===== src/rtl/spi_shift_master_pkg.sv =====
// spi_shift_master_pkg: shared state encoding and SPI mode-0 constants for the shift master
package spi_shift_master_pkg;
  typedef enum logic [1:0] {IDLE = 2'd0, SETUP = 2'd1, SHIFT = 2'd2, HOLD = 2'd3} state_t;
  localparam int SPI_DATA_W = 32;
  localparam int SPI_NUM_CS = 4;
  localparam logic SPI_MODE0_CPOL = 1'b0;
  localparam logic SPI_MODE0_CPHA = 1'b0;
  function automatic int spi_latency(input int clk_div, input int data_w);
    return (2 * data_w + 2) * clk_div;
  endfunction
endpackage


===== src/rtl/spi_half_period_timer.sv =====
// spi_half_period_timer: CLK_DIV-cycle counter with restart and a one-cycle tick at terminal count
module spi_half_period_timer
  import spi_shift_master_pkg::*;
#(
  parameter int CLK_DIV = 4
) (
  input  logic clk_i,
  input  logic reset_n_i,
  input  logic restart,
  output logic tick
);
  logic [7:0] cnt;
  assign tick = cnt == 8'(CLK_DIV - 1);
  always_ff @(posedge clk_i)
    if (!reset_n_i || restart || tick) cnt <= '0;
    else cnt <= cnt + 1'b1;
endmodule


===== src/rtl/spi_shift_master.sv =====
// spi_shift_master: single full-duplex SPI mode-0 transfer engine, MSB first, rising-edge start
module spi_shift_master
  import spi_shift_master_pkg::*;
#(
  parameter int CLK_DIV = 4,
  parameter int DATA_W  = SPI_DATA_W,
  parameter int NUM_CS  = SPI_NUM_CS
) (
  input  logic              clk_i,
  input  logic              reset_n_i,
  input  logic [DATA_W-1:0] spi_dat_i,
  input  logic              spi_start_i,
  input  logic [1:0]        spi_sel_i,
  output logic [DATA_W-1:0] spi_dat_o,
  output logic              spi_done_o,
  output logic              sclk_o,
  output logic              mosi_o,
  input  logic              miso_i,
  output logic [NUM_CS-1:0] cs_n_o
);
  localparam int HW = $clog2(2 * DATA_W);
  localparam logic [HW-1:0] LAST = HW'(2 * DATA_W - 1);
  localparam logic [HW-1:0] LAST_FALL = HW'(2 * DATA_W - 2);
  state_t state, state_next;
  logic start_q, start_edge, restart, tick;
  logic [DATA_W-1:0] tx, rx;
  logic [1:0] sel;
  logic [HW-1:0] hcnt;
  assign start_edge = spi_start_i && !start_q;
  assign cs_n_o = (state == IDLE) ? '1 : ~(NUM_CS'(1) << sel);
  spi_half_period_timer #(.CLK_DIV(CLK_DIV)) u_timer (
    .clk_i(clk_i),
    .reset_n_i(reset_n_i),
    .restart(restart),
    .tick(tick)
  );
  always_ff @(posedge clk_i)
    if (!reset_n_i) state <= IDLE;
    else state <= state_next;
  always_comb begin
    state_next = (state == IDLE && start_edge) ? SETUP :
                 (state == SETUP && tick) ? SHIFT :
                 (state == SHIFT && tick && !sclk_o && hcnt == LAST) ? HOLD :
                 (state == HOLD && tick) ? IDLE : state;
    restart = state_next != state;
  end
  always_ff @(posedge clk_i) begin
    if (!reset_n_i) begin
      start_q    <= 1'b0;
      sclk_o     <= SPI_MODE0_CPOL;
      mosi_o     <= 1'b0;
      spi_done_o <= 1'b0;
      spi_dat_o  <= '0;
      tx         <= '0;
      rx         <= '0;
      sel        <= '0;
      hcnt       <= '0;
    end else begin
      start_q <= spi_start_i;
      if (state == IDLE && start_edge) begin
        tx         <= spi_dat_i;
        sel        <= spi_sel_i;
        mosi_o     <= spi_dat_i[DATA_W-1];
        spi_done_o <= 1'b0;
      end
      if (state == SETUP && tick) begin
        sclk_o <= 1'b1;
        rx     <= {rx[DATA_W-2:0], miso_i};
        hcnt   <= '0;
      end
      // even half-periods end on a falling edge, odd ones on a rising edge
      if (state == SHIFT && tick) begin
        hcnt <= hcnt + 1'b1;
        if (sclk_o) begin
          sclk_o <= 1'b0;
          if (hcnt != LAST_FALL) begin
            tx     <= {tx[DATA_W-2:0], 1'b0};
            mosi_o <= tx[DATA_W-2];
          end
        end else if (hcnt != LAST) begin
          sclk_o <= 1'b1;
          rx     <= {rx[DATA_W-2:0], miso_i};
        end
      end
      if (state == HOLD && tick) begin
        mosi_o     <= 1'b0;
        spi_dat_o  <= rx;
        spi_done_o <= 1'b1;
      end
    end
  end
endmodule


===== config.mk =====
export PLATFORM = sky130hd
export DESIGN_NAME = spi_shift_master
export DESIGN_NICKNAME = d
export VERILOG_FILES = /design/src/rtl/spi_shift_master_pkg.sv /design/src/rtl/spi_half_period_timer.sv /design/src/rtl/spi_shift_master.sv
export SDC_FILE = /design/constraint.sdc
export NUM_CORES = 1
export LEC_CHECK = 0
export ABC_AREA = 1
export CAP_MARGIN = 20
export CELL_PAD_IN_SITES_DETAIL_PLACEMENT = 0
export CELL_PAD_IN_SITES_GLOBAL_PLACEMENT = 1
export CORE_UTILIZATION = 44
export CTS_BUF_LIST = sky130_fd_sc_hd__clkbuf_4
export CTS_CLUSTER_SIZE = 16
export DETAILED_ROUTE_END_ITERATION = 8
export GPL_TIMING_DRIVEN = 0
export PLACE_DENSITY_LB_ADDON = 0.1
export SKIP_CTS_REPAIR_TIMING = 1
export SLEW_MARGIN = 20
export SYNTH_ARGS = -nofsm -noshare
export SYNTH_HDL_FRONTEND = slang
export SYNTH_SLANG_ARGS = --single-unit

===== constraint.sdc =====
create_clock -name clk_i -period 3.3 [get_ports clk_i]
set_clock_uncertainty 0.05 [all_clocks]
set_input_delay 0.33 -clock clk_i [delete_from_list [all_inputs] [get_ports clk_i]]
set_output_delay 0.33 -clock clk_i [all_outputs]
set_load 0.02 [all_outputs]

==> flow_metrics.env, run 1 <==
export IMPL_maxCapViolCount=0
export IMPL_worst_slack_ns=0.8920
export IMPL_rsz0062_at_grt="false"
export IMPL_crit_path_end="cs_n_o[2]"
export IMPL_r2r_setup_slack_ns=1.31
export IMPL_core_area_sq_mm=0.01037
export IMPL_synth_area_leaders="dfxtp_1 49%, nor2_1 8.9%, nand2_1 8.7%"
export IMPL_worstSkewPairLatency_ns=0.51
export IMPL_syn2layout_area_growth_pct=23.50
export IMPL_drive_gt1_frac=0.08769
export IMPL_clock_sinks=117
export IMPL_synth_area_sq_mm=0.004743
export IMPL_die_h_um=105.8
export IMPL_synth_top_flop_cell="dfxtp_1"
export IMPL_cp_arrival_ns=2.03
export IMPL_diodes=0
export IMPL_grt_pass1_vias=4023
export IMPL_grt_ovfl_total=0
export IMPL_power_uw=2462
export IMPL_dp_slack_ns=1.003
export IMPL_fin_setup_tns_ns=0
export IMPL_rr_worst_depth=9
export IMPL_dieArea_sq_mm=0.01120
export IMPL_slew_headroom=0.6055
export IMPL_drc=0
export IMPL_die_x_um=105.8
export IMPL_ys_warn_count=0
export IMPL_ys_top_cells_by_count="117 x dfxtp_1, 113 x nor2_1, 110 x nand2_1, 62 x o21ai_0, 36 x inv_1"
export IMPL_boundaryPins=77
export IMPL_powerDensity_mw_per_mm2=420.3
export IMPL_postSynthCellCount=604
export IMPL_synth_cell_types=30
export IMPL_dpl_hpwl_mm=8.151
export IMPL_cts_max_level=4
export IMPL_drt_iter0_markers=143
export IMPL_clk_pin_slew_ns=0.10
export IMPL_final_nets=740
export IMPL_grt_first_pass_wirelength_mm=19.34
export IMPL_grt_max_degree=17
export IMPL_cp_required_ns=2.92
export IMPL_timing_rr_end="spi_dat_o[21]$_SDFFE_PN0P_"
export IMPL_regToRegStartpoint="u_timer.cnt[0]$_SDFF_PP0_"
export IMPL_period_needed_ns=2.408
export IMPL_status="finished clean"
export IMPL_worstSetupEndpointType="primary output"
export IMPL_tightest_slew_ns=0.5917
export IMPL_clock_tree_root_cell="clkbuf_4"
export IMPL_setup_viol_count_final=0
export IMPL_cts_tree="yes"
export IMPL_worstPathMaxFanout=8
export IMPL_syn_nets=645
export IMPL_row_count=37
export IMPL_clock_fmax_mhz=415.3
export IMPL_port_buffers=76
export IMPL_ir_drop_mv=0.1732
export IMPL_hold_viol=0
export IMPL_yosys_cell_count_top_type="dfxtp_1"
export IMPL_synth_edf_count=0
export IMPL_fin_crit_sh=0.7297
export IMPL_synth_sequential_area_ratio=0.4938
export IMPL_startpoint="state[0]$_SDFF_PN0_"
export IMPL_dr_pass1_iters=6
export IMPL_grt_total_usage=0.2216
export IMPL_cts_buffer_depth=2
export IMPL_initial_core_util=0.4574
export IMPL_synth_async_reset_ratio=0
export IMPL_antenna_found_initial=0
export IMPL_p_leak_uw=0.002640
export IMPL_detailroute_via_count=4217
export IMPL_drt_total_wl_mm=11.40
export IMPL_syn_area_per_cell_sq_um=7.853
export IMPL_synth_top_area_frac=0.4938
export IMPL_ant_nets=0
export IMPL_start_kind="register"
export IMPL_wl_per_cell_um=13.53
export IMPL_yosys_area_top_type="dfxtp_1"
export IMPL_criticalPathCategory="register to primary output"
export IMPL_cts_buffers=17
export IMPL_gp_congestion=0.7753
export IMPL_hp_start="spi_start_i"
export IMPL_holdCritPathClass="primary input to register"
export IMPL_report_final_slew_viol_count=0
export IMPL_ys_ff_latch=117
export IMPL_avgViaCountPerCell=5.002
## critical path, cell delays in order, from the launching register on
cell	delay, ns
dfxtp_1	0.31
clkbuf_1	0.17
nor2_1	0.22
inv_1	0.12
nand3_1	0.10
clkdlybuf4s50_1	0.61
## state kept, by name, indices dropped and copies added (netlist names)
register,count
hcnt,6
tx,31
state,2
start_q,1
sel,2
rx,32
spi_done_o,1
sclk_o,1
mosi_o,1
u_timer.cnt,8
spi_dat_o,32
## per-stage QoR
step / util / hold slack (ns) / instances / area [sq um]
4_1_cts: 0.5649 / 0.3388 / 843 / 5858
3_3_place_gp: 0.5472 / 0.3786 / 816 / 5674
2_1_floorplan: - / 0.3675 / 604 / 4743
3_5_place_dp: 0.5472 / 0.3884 / 816 / 5674
6_report: 0.5649 / 0.3831 / 843 / 5858
5_1_grt: 0.5649 / 0.3856 / 843 / 5858
## worst min path at each step
stage / to / cells after the start
5_1_grt: rx[0]$_SDFF_PN0_ / 3
4_1_cts: start_q$_SDFF_PN0_ / 3
3_5_place_dp: u_timer.cnt[0]$_SDFF_PP0_ / 1
6_report: start_q$_SDFF_PN0_ / 3
2_1_floorplan: u_timer.cnt[0]$_SDFF_PP0_ / 1
3_3_place_gp: u_timer.cnt[0]$_SDFF_PP0_ / 1
## cell type report
cell class / instances / area (sq um)
Fill cell: 1021 / 4512
Sequential cell: 117 / 2342
Multi-Input combinational cell: 410 / 2046
Timing Repair Buffer: 76 / 760.7
Buffer: 38 / 209.0
Tap cell: 136 / 170.2
Inverter: 39 / 146.4
Clock buffer: 19 / 142.6
Clock inverter: 8 / 41.29
## kinds of logic (layout without fill, tap and decap cells)
family,count (synthesis),in the layout,synth area share
flip-flops,117,117,0.4938
AND/OR/NAND/NOR,276,276,0.2503
XOR/XNOR,7,7,0.01293
AO/OA/AOI/OAI,124,124,0.1601
adder cells (fa/ha/maj),3,3,0.007914
buffers and inverters,77,180,0.07491
## layout by cell type, fill, tap and decap left out
master	instances
dfxtp_1	117
nor2_1	113
nand2_1	110
clkdlybuf4s50_1	76
o21ai_0	62
inv_1	36
a21oi_1	32
nand3_1	31
o211a_1	27
clkbuf_4	19
clkbuf_1	18
buf_2	11
nand3_2	10
buf_6	6
clkinv_2	6
nor3_1	4
xnor2_1	4
xor2_1	3
ha_1	3
inv_2	2
buf_4	2
clkinv_1	2
nand4_1	2
nand2_2	1
nor2_8	1
nand2_4	1
nor2_4	1
buf_1	1
o211ai_1	1
o22ai_1	1
or2_2	1
nor3b_1	1
o21ai_1	1
clkinvlp_4	1
## routing by layer
metal	vias to the layer above	wire (um)	global-route usage
li1	2158	-	-
met1	1954	5445	0.2888
met2	96	5298	0.3576
met3	9	534	0.04638
met4	0	123	0.08730
met5	-	0	0
## power breakdown
group	switching [uW]	internal, uW	total [uW]
clock network	482	282	764
logic	123	108	230
registers	20.1	1450	1470
total	624	1840	2460
Power figures use the tool's default switching activity.
==> run 2, diff against run 1 <==
Settings changed: CORE_UTILIZATION 44 to 36.
Clock period 3.3 ns to 2.2 ns, I/O delays scaled along.
==> flow_metrics.env, run 2 (synthesized netlist as in run 1, its figures left out) <==
export IMPL_core_area_sq_mm=0.01272
export IMPL_switching_share=0.2474
export IMPL_maxCapViolCount=0
export IMPL_dr_pass1_iters=4
export IMPL_antenna_found_initial=0
export IMPL_cts_max_level=4
export IMPL_cp_cell_sequence="ha_1 -> nand2_2 -> nor2_8 -> nand3_1 -> buf_2 -> inv_2 -> buf_4 -> buf_2 -> a21oi_1"
export IMPL_gp_congestion=0.8044
export IMPL_p_leak_uw=0.002667
export IMPL_cts_buffers=17
export IMPL_final_common_cell="dfxtp_1"
export IMPL_grt_total_usage=0.1869
export IMPL_row_count=41
export IMPL_slowest_delay_ns=0.36
export IMPL_holdCritPathClass="primary input to register"
export IMPL_rsz0062_at_grt="true"
export IMPL_grt_ovfl_total=0
export IMPL_fillCellCount=1345
export IMPL_report_final_slew_viol_count=0
export IMPL_startpoint="u_timer.cnt[0]$_SDFF_PP0_"
export IMPL_drt_iter0_markers=136
export IMPL_slew_headroom=0.5787
export IMPL_cp_arrival_ns=2.39
export IMPL_seqPwrFrac=0.570
export IMPL_criticalPathCategory="register to register"
export IMPL_clk_pin_slew_ns=0.09
export IMPL_fin_util=0.4689
export IMPL_clock_tree_root_cell="clkbuf_4"
export IMPL_grt_pass1_vias=3898
export IMPL_regToRegStartpoint="u_timer.cnt[0]$_SDFF_PP0_"
export IMPL_ant_nets=0
export IMPL_cpLargestDelayFamily="buffers and inverters"
export IMPL_port_buffers=76
export IMPL_timing_rr_end="spi_dat_o[19]$_SDFFE_PN0P_"
export IMPL_rr_worst_depth=9
export IMPL_worstSkewPairLatency_ns=0.50
export IMPL_syn2layout_area_growth_pct=25.77
export IMPL_cts_buffer_depth=2
export IMPL_cp_common_cell="buf_2"
export IMPL_top_regs="rx x32, spi_dat_o x32, tx x31"
export IMPL_boundaryPins=77
export IMPL_final_nets=741
export IMPL_grt_first_pass_wirelength_mm=19.33
export IMPL_grt_max_degree=17
export IMPL_crit_path_end="spi_dat_o[19]$_SDFFE_PN0P_"
export IMPL_setup_viol_count_final=0
export IMPL_p_sw_uw=956.0
export IMPL_ir_drop_mv=0.3781
export IMPL_period_needed_ns=2.057
export IMPL_clock_fmax_mhz=486.1
export IMPL_drt_total_wl_mm=11.95
export IMPL_dieArea_sq_mm=0.01364
export IMPL_fin_setup_tns_ns=0
export IMPL_path_buf_inv=4
export IMPL_detailroute_via_count=4175
export IMPL_internal_power_uw=2908
export IMPL_status="finished clean"
export IMPL_avgViaCountPerCell=4.718
export IMPL_start_kind="register"
export IMPL_holdWs_ns=0.2586
export IMPL_crit_cells=9
export IMPL_drive_gt1_frac=0.08708
export IMPL_layout_common_cells="117 x dfxtp_1, 112 x nor2_1, 110 x nand2_1"
export IMPL_clock_sinks=117
export IMPL_cp_slowest_cell="dfxtp_1"
export IMPL_die_x_um=116.8
export IMPL_worstPathMaxFanout=10
export IMPL_initial_core_util=0.3728
export IMPL_fin_crit_sh=0.9351
export IMPL_cts_tree="yes"
export IMPL_cp_required_ns=2.53
export IMPL_dpl_hpwl_mm=8.490
export IMPL_wl_per_cell_um=13.50
export IMPL_powerDensity_mw_per_mm2=647.7
export IMPL_power_share_clock=0.340
export IMPL_hold_viol=0
export IMPL_die_h_um=116.8
export IMPL_drc=0
export IMPL_tightest_slew_ns=0.6319
export IMPL_combPwrFrac=0.090
export IMPL_r2r_setup_slack_ns=0.14
export IMPL_worstSetupEndpointType="register"
==> run 2: per-layer routing <==
layer  wire length (um)  share of wire  global-route usage  up-vias
met1               5849           0.49              0.2518     1927
met3                582          0.049             0.04995       10
met5                  0              0                   0        -
li1                   -              -                   -     2159
met2               5399           0.45              0.2899       79
met4                117         0.0098             0.06245        0
==> run 2: through the flow <==
step                total power, uW  area (sq um)  worst slack, ns  std cells
finish                         3864          5966           0.1428        885
global route                   4062          5963         -0.02317        884
CTS                            3909          5942          -0.2087        883
detailed placement             2598          5719           0.1110        852
global placement               2593          5719           0.1330        852
floorplan                      2454          4743           0.4979        604
==> run 2: worst min-delay path by stage <==
stage | from | endpoint | slack (ns) | cells past startpoint
6_report | spi_start_i | start_q$_SDFF_PN0_ | 0.26 | 3
4_1_cts | spi_start_i | start_q$_SDFF_PN0_ | 0.21 | 3
3_5_place_dp | tx[0]$_SDFF_PN0_ | tx[1]$_SDFF_PN0_ | 0.40 | 2
5_1_grt | miso_i | rx[0]$_SDFF_PN0_ | 0.25 | 3
2_1_floorplan | spi_start_i | start_q$_SDFF_PN0_ | 0.27 | 2
3_3_place_gp | u_timer.cnt[0]$_SDFF_PP0_ | u_timer.cnt[0]$_SDFF_PP0_ | 0.38 | 1
==> run 2: area by class of cell <==
class / instances / area, sq um / area share
clock inverter: 10 / 65.06 / 0.01091
multi-input combinational: 410 / 2048 / 0.3433
buffer: 38 / 210.2 / 0.03523
sequential: 117 / 2342 / 0.3926
antenna: 1 / 2.502 / 0.0004195
timing repair buffer: 77 / 778.2 / 0.1305
inverter: 39 / 146.4 / 0.02454
clock buffer: 21 / 157.7 / 0.02643
tap: 172 / 215.2 / 0.03607
==> run 2: power by group through the flow <==
stage	logic (uW)	registers, uW	clock network, uW
floorplan	210	2240	0
global placement	345	2250	0
detailed placement	349	2250	0
CTS	351	2200	1360
global route	396	2210	1460
finish	349	2200	1310
==> run 2: worst reg2reg max path: stages, from the launching register on <==
cell and delay [ns]:
dfxtp_1 0.36, ha_1 0.24, nand2_2 0.12, nor2_8 0.18, nand3_1 0.12, buf_2 0.23
inv_2 0.09, buf_4 0.18, buf_2 0.27, a21oi_1 0.11
==> run 3, diff against run 2 <==
Settings changed: RECOVER_POWER set to 100.
==> flow_metrics.env, run 3 (synthesized netlist as in run 1, its figures left out) <==
export IMPL_status="finished clean"
export IMPL_final_nets=741
export IMPL_fin_util=0.4689
export IMPL_dieArea_sq_mm=0.01364
export IMPL_grt_first_pass_wirelength_mm=19.33
export IMPL_cp_slowest_cell="dfxtp_1"
export IMPL_core_area_sq_mm=0.01272
export IMPL_drive_gt1_frac=0.08708
export IMPL_slew_headroom=0.5787
export IMPL_detailroute_via_count=4175
export IMPL_min_path_cells=3
export IMPL_grt_total_usage=0.1869
export IMPL_fillCellCount=1345
export IMPL_hp_start="spi_start_i"
export IMPL_worstSkewPairLatency_ns=0.50
export IMPL_hold_viol=0
export IMPL_multi_input_area_sq_mm=0.002048
export IMPL_syn2layout_area_growth_pct=25.77
export IMPL_worstSetupEndpointType="register"
export IMPL_grt_ovfl_total=0
export IMPL_criticalPathCategory="register to register"
export IMPL_holdCritPathClass="primary input to register"
export IMPL_top_regs="rx x32, spi_dat_o x32, tx x31"
export IMPL_cp_cell_sequence="ha_1 -> nand2_2 -> nor2_8 -> nand3_1 -> buf_2 -> inv_2 -> buf_4 -> buf_2 -> a21oi_1"
export IMPL_fin_area_sq_mm=0.005966
export IMPL_boundaryPins=77
export IMPL_setup_viol_count_final=0
export IMPL_regToRegStartpoint="u_timer.cnt[0]$_SDFF_PP0_"
export IMPL_avgViaCountPerCell=4.718
export IMPL_cts_tree="yes"
export IMPL_clock_sinks=117
export IMPL_powerDensity_mw_per_mm2=647.6
export IMPL_cp_arrival_ns=2.39
export IMPL_clock_tree_root_cell="clkbuf_4"
export IMPL_p_leak_uw=0.002667
export IMPL_placed_cells=852
export IMPL_report_final_slew_viol_count=0
export IMPL_port_buffers=76
export IMPL_die_x_um=116.8
export IMPL_placed_cell_area_sq_mm=0.005719
export IMPL_clk_pin_slew_ns=0.09
export IMPL_drc=0
export IMPL_r2r_setup_slack_ns=0.14
export IMPL_ant_nets=0
export IMPL_final_common_cell="dfxtp_1"
export IMPL_rr_worst_depth=9
export IMPL_ir_drop_mv=0.3781
export IMPL_drt_total_wl_mm=11.95
export IMPL_min_to="start_q$_SDFF_PN0_"
export IMPL_cts_buffer_depth=2
export IMPL_worstPathMaxFanout=10
export IMPL_fin_setup_tns_ns=0
export IMPL_start_kind="register"
export IMPL_tightest_slew_ns=0.6319
export IMPL_grt_max_degree=17
export IMPL_antenna_found_initial=0
export IMPL_clock_fmax_mhz=486.1
export IMPL_cp_common_cell="buf_2"
export IMPL_period_needed_ns=2.057
export IMPL_gp_congestion=0.8044
export IMPL_cts_buffers=17
export IMPL_wl_per_cell_um=13.50
export IMPL_ff_latch_area_sq_mm=0.002342
export IMPL_dpl_hpwl_mm=8.490
export IMPL_drt_iter0_markers=136
export IMPL_maxCapViolCount=0
export IMPL_holdWs_ns=0.2586
export IMPL_layout_common_cells="117 x dfxtp_1, 112 x nor2_1, 110 x nand2_1"
export IMPL_initial_core_util=0.3728
export IMPL_dr_pass1_iters=4
export IMPL_slowest_delay_ns=0.36
export IMPL_timing_rr_end="spi_dat_o[19]$_SDFFE_PN0P_"
export IMPL_rsz0062_at_grt="true"
export IMPL_cts_max_level=4
export IMPL_fin_crit_sh=0.9351
export IMPL_grt_pass1_vias=3898
export IMPL_final_cells=885
export IMPL_die_h_um=116.8
export IMPL_row_count=41
export IMPL_cp_required_ns=2.53
run 3: cell types whose count changed in the layout (fill, tap and decap cells not counted), sizes merged:
cell,before,now
clkdlybuf4s50,72,71
dlygate4sd3,0,1
run 3: metrics by stage:
step                      total power (uW)  worst slack, ns
after floorplan                       2454           0.4979
after global placement                2593           0.1330
after detailed placement              2598           0.1110
after CTS                             3909          -0.2087
after global routing                  4062         -0.02317
final                                 3863           0.1428
run 3: where the power goes:
part / total (uW) / internal (uW) / switching, uW / leakage (uW)
clock: 1310 / 573 / 741 / 0.000127
sequential: 2200 / 2170 / 29.1 / 0.000948
combinational: 348 / 163 / 186 / 0.00159
total: 3860 / 2910 / 956 / 0.00267
run 3: final cells by class:
type                            instances  area share
Sequential cell                       117      0.3926
Multi-Input combinational cell        410      0.3433
Timing Repair Buffer                   77      0.1305
Tap cell                              172     0.03607
Buffer                                 38     0.03523
Clock buffer                           21     0.02643
Inverter                               39     0.02454
Clock inverter                         10     0.01091
Antenna cell                            1   0.0004195
run 3: worst max path at each step:
stage / start / to / slack, ns / cells after the start
2_1_floorplan: u_timer.cnt[0]$_SDFF_PP0_ / tx[10]$_SDFF_PN0_ / 0.50 / 9
3_3_place_gp: reset_n_i / spi_dat_o[17]$_SDFFE_PN0P_ / 0.13 / 5
3_5_place_dp: reset_n_i / spi_dat_o[17]$_SDFFE_PN0P_ / 0.11 / 5
4_1_cts: state[0]$_SDFF_PN0_ / cs_n_o[3] / -0.21 / 5
5_1_grt: state[0]$_SDFF_PN0_ / tx[27]$_SDFF_PN0_ / -0.02 / 9
6_report: u_timer.cnt[0]$_SDFF_PP0_ / spi_dat_o[19]$_SDFFE_PN0P_ / 0.14 / 9
run 3: worst max-delay path: cells and delay by family, from the launching register on:
family / cells / cell delay, ns
flip-flops: 1 / 0.36
adder cells (fa/ha/maj): 1 / 0.24
AO/OA/AOI/OAI: 1 / 0.11
buffers and inverters: 4 / 0.76
AND/OR/NAND/NOR: 3 / 0.41
run 3: metal layers:
layer  up-vias  GRT usage  share of wire
li1       2159          -              -
met1      1927     0.2518           0.49
met2        79     0.2899           0.45
met3        10    0.04995          0.049
met4         0    0.06245         0.0098
met5         -          0              0
